===== src/rtl/hdmi_packet_pkg.sv =====
// Shared widths, constants and the packet container used by the data-island
// packet scheduler.
package hdmi_packet_pkg;

    localparam int PACKET_HEADER_W = 24;
    localparam int SUBPACKET_W     = 56;
    localparam int NUM_SUBPACKETS  = 4;

    localparam logic [4:0] SLOT_LAST = 5'd31;

    localparam logic [PACKET_HEADER_W-1:0] NULL_HEADER = 24'h000000;

    typedef struct packed {
        logic [PACKET_HEADER_W-1:0]                   header;
        logic [NUM_SUBPACKETS-1:0][SUBPACKET_W-1:0]   sub;
    } packet_t;

    localparam packet_t NULL_PACKET = '{header: NULL_HEADER, sub: '0};

endpackage


===== src/rtl/rr_arbiter.sv =====
// Round-robin arbiter: one-hot grant starting the search at the pointer and
// wrapping upward; the pointer moves past the winner on an advance strobe.
module rr_arbiter #(
    parameter int N = 3
) (
    input  logic         clk,
    input  logic         rst,
    input  logic [N-1:0] req_i,
    input  logic         advance_i,
    output logic [N-1:0] grant_o
);

    localparam int PTR_W = (N > 1) ? $clog2(N) : 1;

    logic [PTR_W-1:0] ptr_q;
    logic [PTR_W-1:0] ptr_d;
    logic             hit;

    // Two passes: first indices at or above the pointer, then the wrapped lower ones.
    // NOTE: every variable written here gets a default first so no latch is inferred.
    always_comb begin
        grant_o = '0;
        hit     = 1'b0;
        for (int i = 0; i < N; i++) begin
            if (!hit && req_i[i] && (i >= int'(ptr_q))) begin
                grant_o[i] = 1'b1;
                hit        = 1'b1;
            end
        end
        for (int i = 0; i < N; i++) begin
            if (!hit && req_i[i]) begin
                grant_o[i] = 1'b1;
                hit        = 1'b1;
            end
        end
    end

    always_comb begin
        ptr_d = ptr_q;
        if (advance_i) begin
            for (int i = 0; i < N; i++) begin
                if (grant_o[i]) begin
                    ptr_d = (i == N - 1) ? '0 : PTR_W'(i + 1);
                end
            end
        end
    end

    // NOTE: sequential state uses non-blocking assignments only.
    always_ff @(posedge clk or posedge rst) begin
        if (rst) begin
            ptr_q <= '0;
        end else begin
            ptr_q <= ptr_d;
        end
    end

endmodule


===== src/rtl/packet_scheduler.sv =====
// Chooses the next data-island packet (index 0 strict priority, round-robin for the
// rest), holds it stable for a full 32-cycle slot, and falls back to the null packet.
module packet_scheduler
    import hdmi_packet_pkg::*;
#(
    parameter int NUM_REQ = 4
) (
    input  logic                                                clk_pixel,
    input  logic                                                reset,
    input  logic                                                data_island_period,
    input  logic [NUM_REQ-1:0]                                  req,
    input  logic [NUM_REQ-1:0][PACKET_HEADER_W-1:0]             req_header,
    input  logic [NUM_REQ-1:0][NUM_SUBPACKETS-1:0][SUBPACKET_W-1:0] req_sub,
    output logic [NUM_REQ-1:0]                                  grant,
    output logic [PACKET_HEADER_W-1:0]                          header,
    output logic [NUM_SUBPACKETS-1:0][SUBPACKET_W-1:0]          sub,
    output logic                                                island_request
);

    logic [4:0]         slot_q;
    packet_t            pkt_q;
    packet_t            pkt_d;
    packet_t            sel_pkt;
    logic               pending_q;
    logic               pending_d;
    logic [NUM_REQ-1:0] grant_q;
    logic [NUM_REQ-1:0] grant_d;
    logic [NUM_REQ-1:0] win;
    logic [NUM_REQ-2:0] rr_grant;
    logic               load;
    logic               rr_advance;

    // Inside an island the register only reloads at the last slot cycle; outside it
    // reloads whenever nothing is waiting, so a pending packet is never replaced.
    assign load       = data_island_period ? (slot_q == SLOT_LAST) : !pending_q;
    assign rr_advance = load && !req[0] && (|rr_grant);

    rr_arbiter #(
        .N (NUM_REQ - 1)
    ) u_rr_arbiter (
        .clk       (clk_pixel),
        .rst       (reset),
        .req_i     (req[NUM_REQ-1:1]),
        .advance_i (rr_advance),
        .grant_o   (rr_grant)
    );

    always_comb begin
        win = '0;
        if (req[0]) begin
            win[0] = 1'b1;
        end else begin
            win[NUM_REQ-1:1] = rr_grant;
        end
    end

    always_comb begin
        sel_pkt = NULL_PACKET;
        for (int i = 0; i < NUM_REQ; i++) begin
            if (win[i]) begin
                sel_pkt.header = req_header[i];
                sel_pkt.sub    = req_sub[i];
            end
        end
    end

    always_comb begin
        pkt_d     = pkt_q;
        pending_d = pending_q;
        grant_d   = '0;
        if (load) begin
            if (|req) begin
                pkt_d     = sel_pkt;
                grant_d   = win;
                pending_d = 1'b1;
            end else begin
                pkt_d     = NULL_PACKET;
                pending_d = 1'b0;
            end
        end else if (data_island_period && (slot_q == 5'd0)) begin
            pending_d = 1'b0;
        end
    end

    always_ff @(posedge clk_pixel or posedge reset) begin
        if (reset) begin
            slot_q    <= 5'd0;
            pkt_q     <= NULL_PACKET;
            pending_q <= 1'b0;
            grant_q   <= '0;
        end else begin
            if (data_island_period) begin
                slot_q <= slot_q + 5'd1;
            end
            pkt_q     <= pkt_d;
            pending_q <= pending_d;
            grant_q   <= grant_d;
        end
    end

    assign grant          = grant_q;
    assign header         = pkt_q.header;
    assign sub            = pkt_q.sub;
    assign island_request = pending_q | (|req);

endmodule

===== config.mk =====
export PLATFORM = sky130hd
export DESIGN_NAME = packet_scheduler
export DESIGN_NICKNAME = d
export VERILOG_FILES = /design/src/rtl/hdmi_packet_pkg.sv /design/src/rtl/rr_arbiter.sv /design/src/rtl/packet_scheduler.sv
export SDC_FILE = /design/constraint.sdc
export NUM_CORES = 1
export LEC_CHECK = 0
export CORE_AREA = 8 8 486 488
export DETAILED_ROUTE_END_ITERATION = 6
export DIE_AREA = 0 0 494 496
export PLACE_DENSITY = 0.3
export SLEW_MARGIN = 20
export SYNTH_ARGS = -nofsm -noshare
export SYNTH_HDL_FRONTEND = slang
export SYNTH_SLANG_ARGS = --single-unit

===== constraint.sdc =====
create_clock -name clk_pixel -period 8.2 [get_ports clk_pixel]
set_input_delay 0.82 -clock clk_pixel [delete_from_list [all_inputs] [get_ports clk_pixel]]
set_output_delay 0.82 -clock clk_pixel [all_outputs]
set_load 0.005 [all_outputs]

==> summary.txt <==
Timing
  – Setup TNS: 0 ps
  – Rel. slew slack: 17.9%
  – Max Slew Vio Count: 0
  – Fin crit period: 3660 ps
  – # setup viols final: 0
  – Worst-margin pin slew: 1230 ps
  – Layout Skew: 22.6 ps
  – RSZ-0062 raised after global routing: no
  – Hold Fails Final Rpt: 0
  – Final Cycle Share: 44.7%
  – FMAX: roughly 0.27 GHz

Synth
  – Syn nets: 2,778
  – Most frequent cells after synthesis: nand2_1 (502), dfrtp_1 (260), a222oi_1 (248), a32oi_1 (248), o21ai_0 (239)
  – Synth cell types: 37
  – Synth Area per Inst: about 8.8 um^2
  – Most area-hungry cell type in the Yosys netlist: dfrtp_1
  – YS warnings: 0
  – Cell area after synthesis: 15,600 um^2
  – Synth async-reset ratio: 100%
  – Seq/Total Area, Yosys: about two fifths
  – Synth top area cells: dfrtp_1 (42%), a222oi_1 (16%), a32oi_1 (14%), nand2_1 (12%), o21ai_0 (7.7%)
  – Proportion of netlist area held by the largest area contributor: 41.8%
  – Seq cells post-synth: 260
  – EDFF count, synth: 0
  – Primary FF master, synth: dfrtp_1
  – Cell with the most instances after synthesis: nand2_1
  – Cell count after synthesis: 1,776

Setup path
  – Slowest Stage Delay on Critical Path: just over 600 ps
  – WP buf/inv: 2
  – R2R cell count: 9
  – CP max stage cell: or2_4
  – Critical R2R Capture: sub[20]
  – Worst-path cell chain: ha_1 > and3_1 > ha_1 > and2b_1 > or2_4 > buf_12 > buf_12 > a222oi_1 > a32oi_1
  – Critical R2R Launch: slot_q[0]
  – Top delay family on crit path: simple AND/OR/NAND/NOR gates
  – Kind of start point of the critical path: flip-flop
  – Critical path arrival: 4190 ps
  – CP max FO: 150
  – Reg2Reg Setup Slack: 4540 ps
  – Worst path required time: 8720 ps
  – Crit Path Class: reg2reg
  – CP Capture Type: flip-flop

Placement
  – Routability cong.: a little over 0.8
  – Placed Cells: 5,863
  – Dpl hpwl: 133,000 um
  – # port buffers: 1,251

Floorplanning
  – Die area: 245,000 um^2
  – Starting Density: 6.80%
  – Die W: slightly below 500 um
  – Core outline area: 229,000 um^2
  – Rows: 176
  – Die Ht: 496 um
  – I/O pin cnt: 1,252

Clocking
  – Post-CTS Resized: 0
  – Worst-skew pair later-pin latency: 630 ps
  – Root buf cell: clkbuf_16
  – H-Tree Depth: 2
  – Cts hold-fix bufs: 0
  – Clock-pin slew on the worst setup and hold paths: 60 ps
  – CTS tree: built
  – Post-CTS Setup Bufs: 0
  – CTS sink count: 260
  – TritonCTS Buffers: 44
  – Clock Tree Buf Depth: 3

Worst hold path
  – WHS Endpoint: slot_q[3]
  – Worst Min Path Start: slot_q[3]
  – WHS Path Cells: 1
  – Min-Delay Path Class: reg2reg

Power
  – P_leak: 10.9 nW
  – Register share of total power: between 20% and 30%
  – Peak VDD IR: roughly 0.15 mV
  – Cell area power density: 200 nW/um^2
  – Net Sw Frac: 38.4%
  – Clk pwr share: ~30%
  – Total power: 6.55 mW
  – Comb pwr share: 40.8%
  – Psw: between 2 and 3 mW
  – Pint: 4.04 mW

Run
  – # Max-Cap Violations: 0

Global route
  – Largest net degree at the start of global routing: ~170
  – Global-route wire length before repair: 220,000 um
  – Gr usage total: between 10% and 20%
  – Initial antenna violation count: 66
  – Vias in the first global route: 22,853
  – Grt total ovfl: 0

Route
  – Iteration-0 DRC Markers: around 2,500
  – Routed wire length: 170,000 um
  – Drt drc: 16
  – Final ANT Viol Nets: 0
  – WL/cell: 28.5 um
  – Number of vias per cell: 3.71
  – Drt pass-1 iters: 7
  – Vias: 22,066

Finish
  – Filler cells: 25,988
  – Final net count: a little under 4,000
  – Layout cells sized above 1: 3.34%
  – Register cell area after layout: 6510 um^2
  – Layout overhead on the synthesized area: 111%
  – Multi-input gate area in the final layout: 8140 um^2
  – Fin cells: 5,953

Run status
  – Status: finished with violations
  – Failing checks: design-rule violations
-- metal layers --
metal  vias to the layer above  track usage [%]  share of wire, %
met3                       173             5.56                11
met4                        56             3.25               2.3
li1                       9443                -                 -
met2                      1291             21.9                48
met5                         -                0              0.21
met1                     11103             14.9                39
-- kinds of logic (layout without fill, tap and decap cells) --
logic type	count (synthesis)	after routing	synth area share [%]
buffers and inverters	227	1359	6.04
xor gates and xnor gates	3	3	0.169
AOI/OAI and AO/OA	758	758	38.7
other	0	19	0
and+or+nand+nor	524	524	13.0
adders and majority gates	3	3	0.241
DFF	260	260	41.8
muxes	1	1	0.0724
-- power by group through the flow --
stage	combinational [mW]	sequential, mW	clock [mW]
after global placement	2.77	1.96	0
final	2.68	1.94	1.94
after floorplan	0.938	1.84	0
after detailed placement	2.77	1.96	0
after global routing	2.91	1.99	2.08
after CTS	2.78	1.95	2.06
-- state kept, by name, indices dropped and copies added (netlist names) --
register and cells:
sub 224, grant 4, slot_q 5, header 24, pending_q 1, u_rr_arbiter.ptr_q 2
-- how the worst max path moves through the flow --
stage          endpoint  cells past startpoint                from
2_1_floorplan  grant[0]                      1               reset
6_report        sub[20]                      9           slot_q[0]
5_1_grt         sub[23]                      9           slot_q[0]
3_3_place_gp    sub[20]                      7  data_island_period
4_1_cts         sub[20]                      9           slot_q[0]
3_5_place_dp    sub[21]                      7  data_island_period
-- through the flow --
step | instance area, um^2 | setup WS [ps] | hold slack, ps | utilization [%]
6_report | 32800 | 4540 | 520 | 14.4
4_1_cts | 32800 | 4650 | 509 | 14.3
3_5_place_dp | 31400 | 4170 | 498 | 13.7
2_1_floorplan | 15600 | 225 | 454 | -
5_1_grt | 32800 | 4360 | 542 | 14.3
3_3_place_gp | 31400 | 4160 | 502 | 13.7
-- final cells by class --
| cell class | count | area share [%] |
|---|---|---|
| Antenna cell | 19 | 0.145 |
| Clock buffer | 68 | 3.94 |
| Clock inverter | 3 | 0.198 |
| Inverter | 5 | 0.0801 |
| Multi-Input combinational cell | 1289 | 24.8 |
| Sequential cell | 260 | 19.8 |
| Tap cell | 3026 | 11.5 |
| Timing Repair Buffer | 1283 | 39.5 |
-- cell usage in the layout, fill, tap and decap left out, drive strengths merged, types with 2 or more instances in the layout --
master,instances
dfrtp,260
nor3,2
nor2b,4
nand2,502
a21oi,2
nor2,5
clkdlybuf4s50,1250
o31ai,2
buf,33
xnor2,2
a222oi,248
o21ai,251
a32oi,248
bufinv,2
diode,19
and3,2
ha,3
inv,5
or2,2
clkbuf,68
Power figures use the tool's default switching activity.
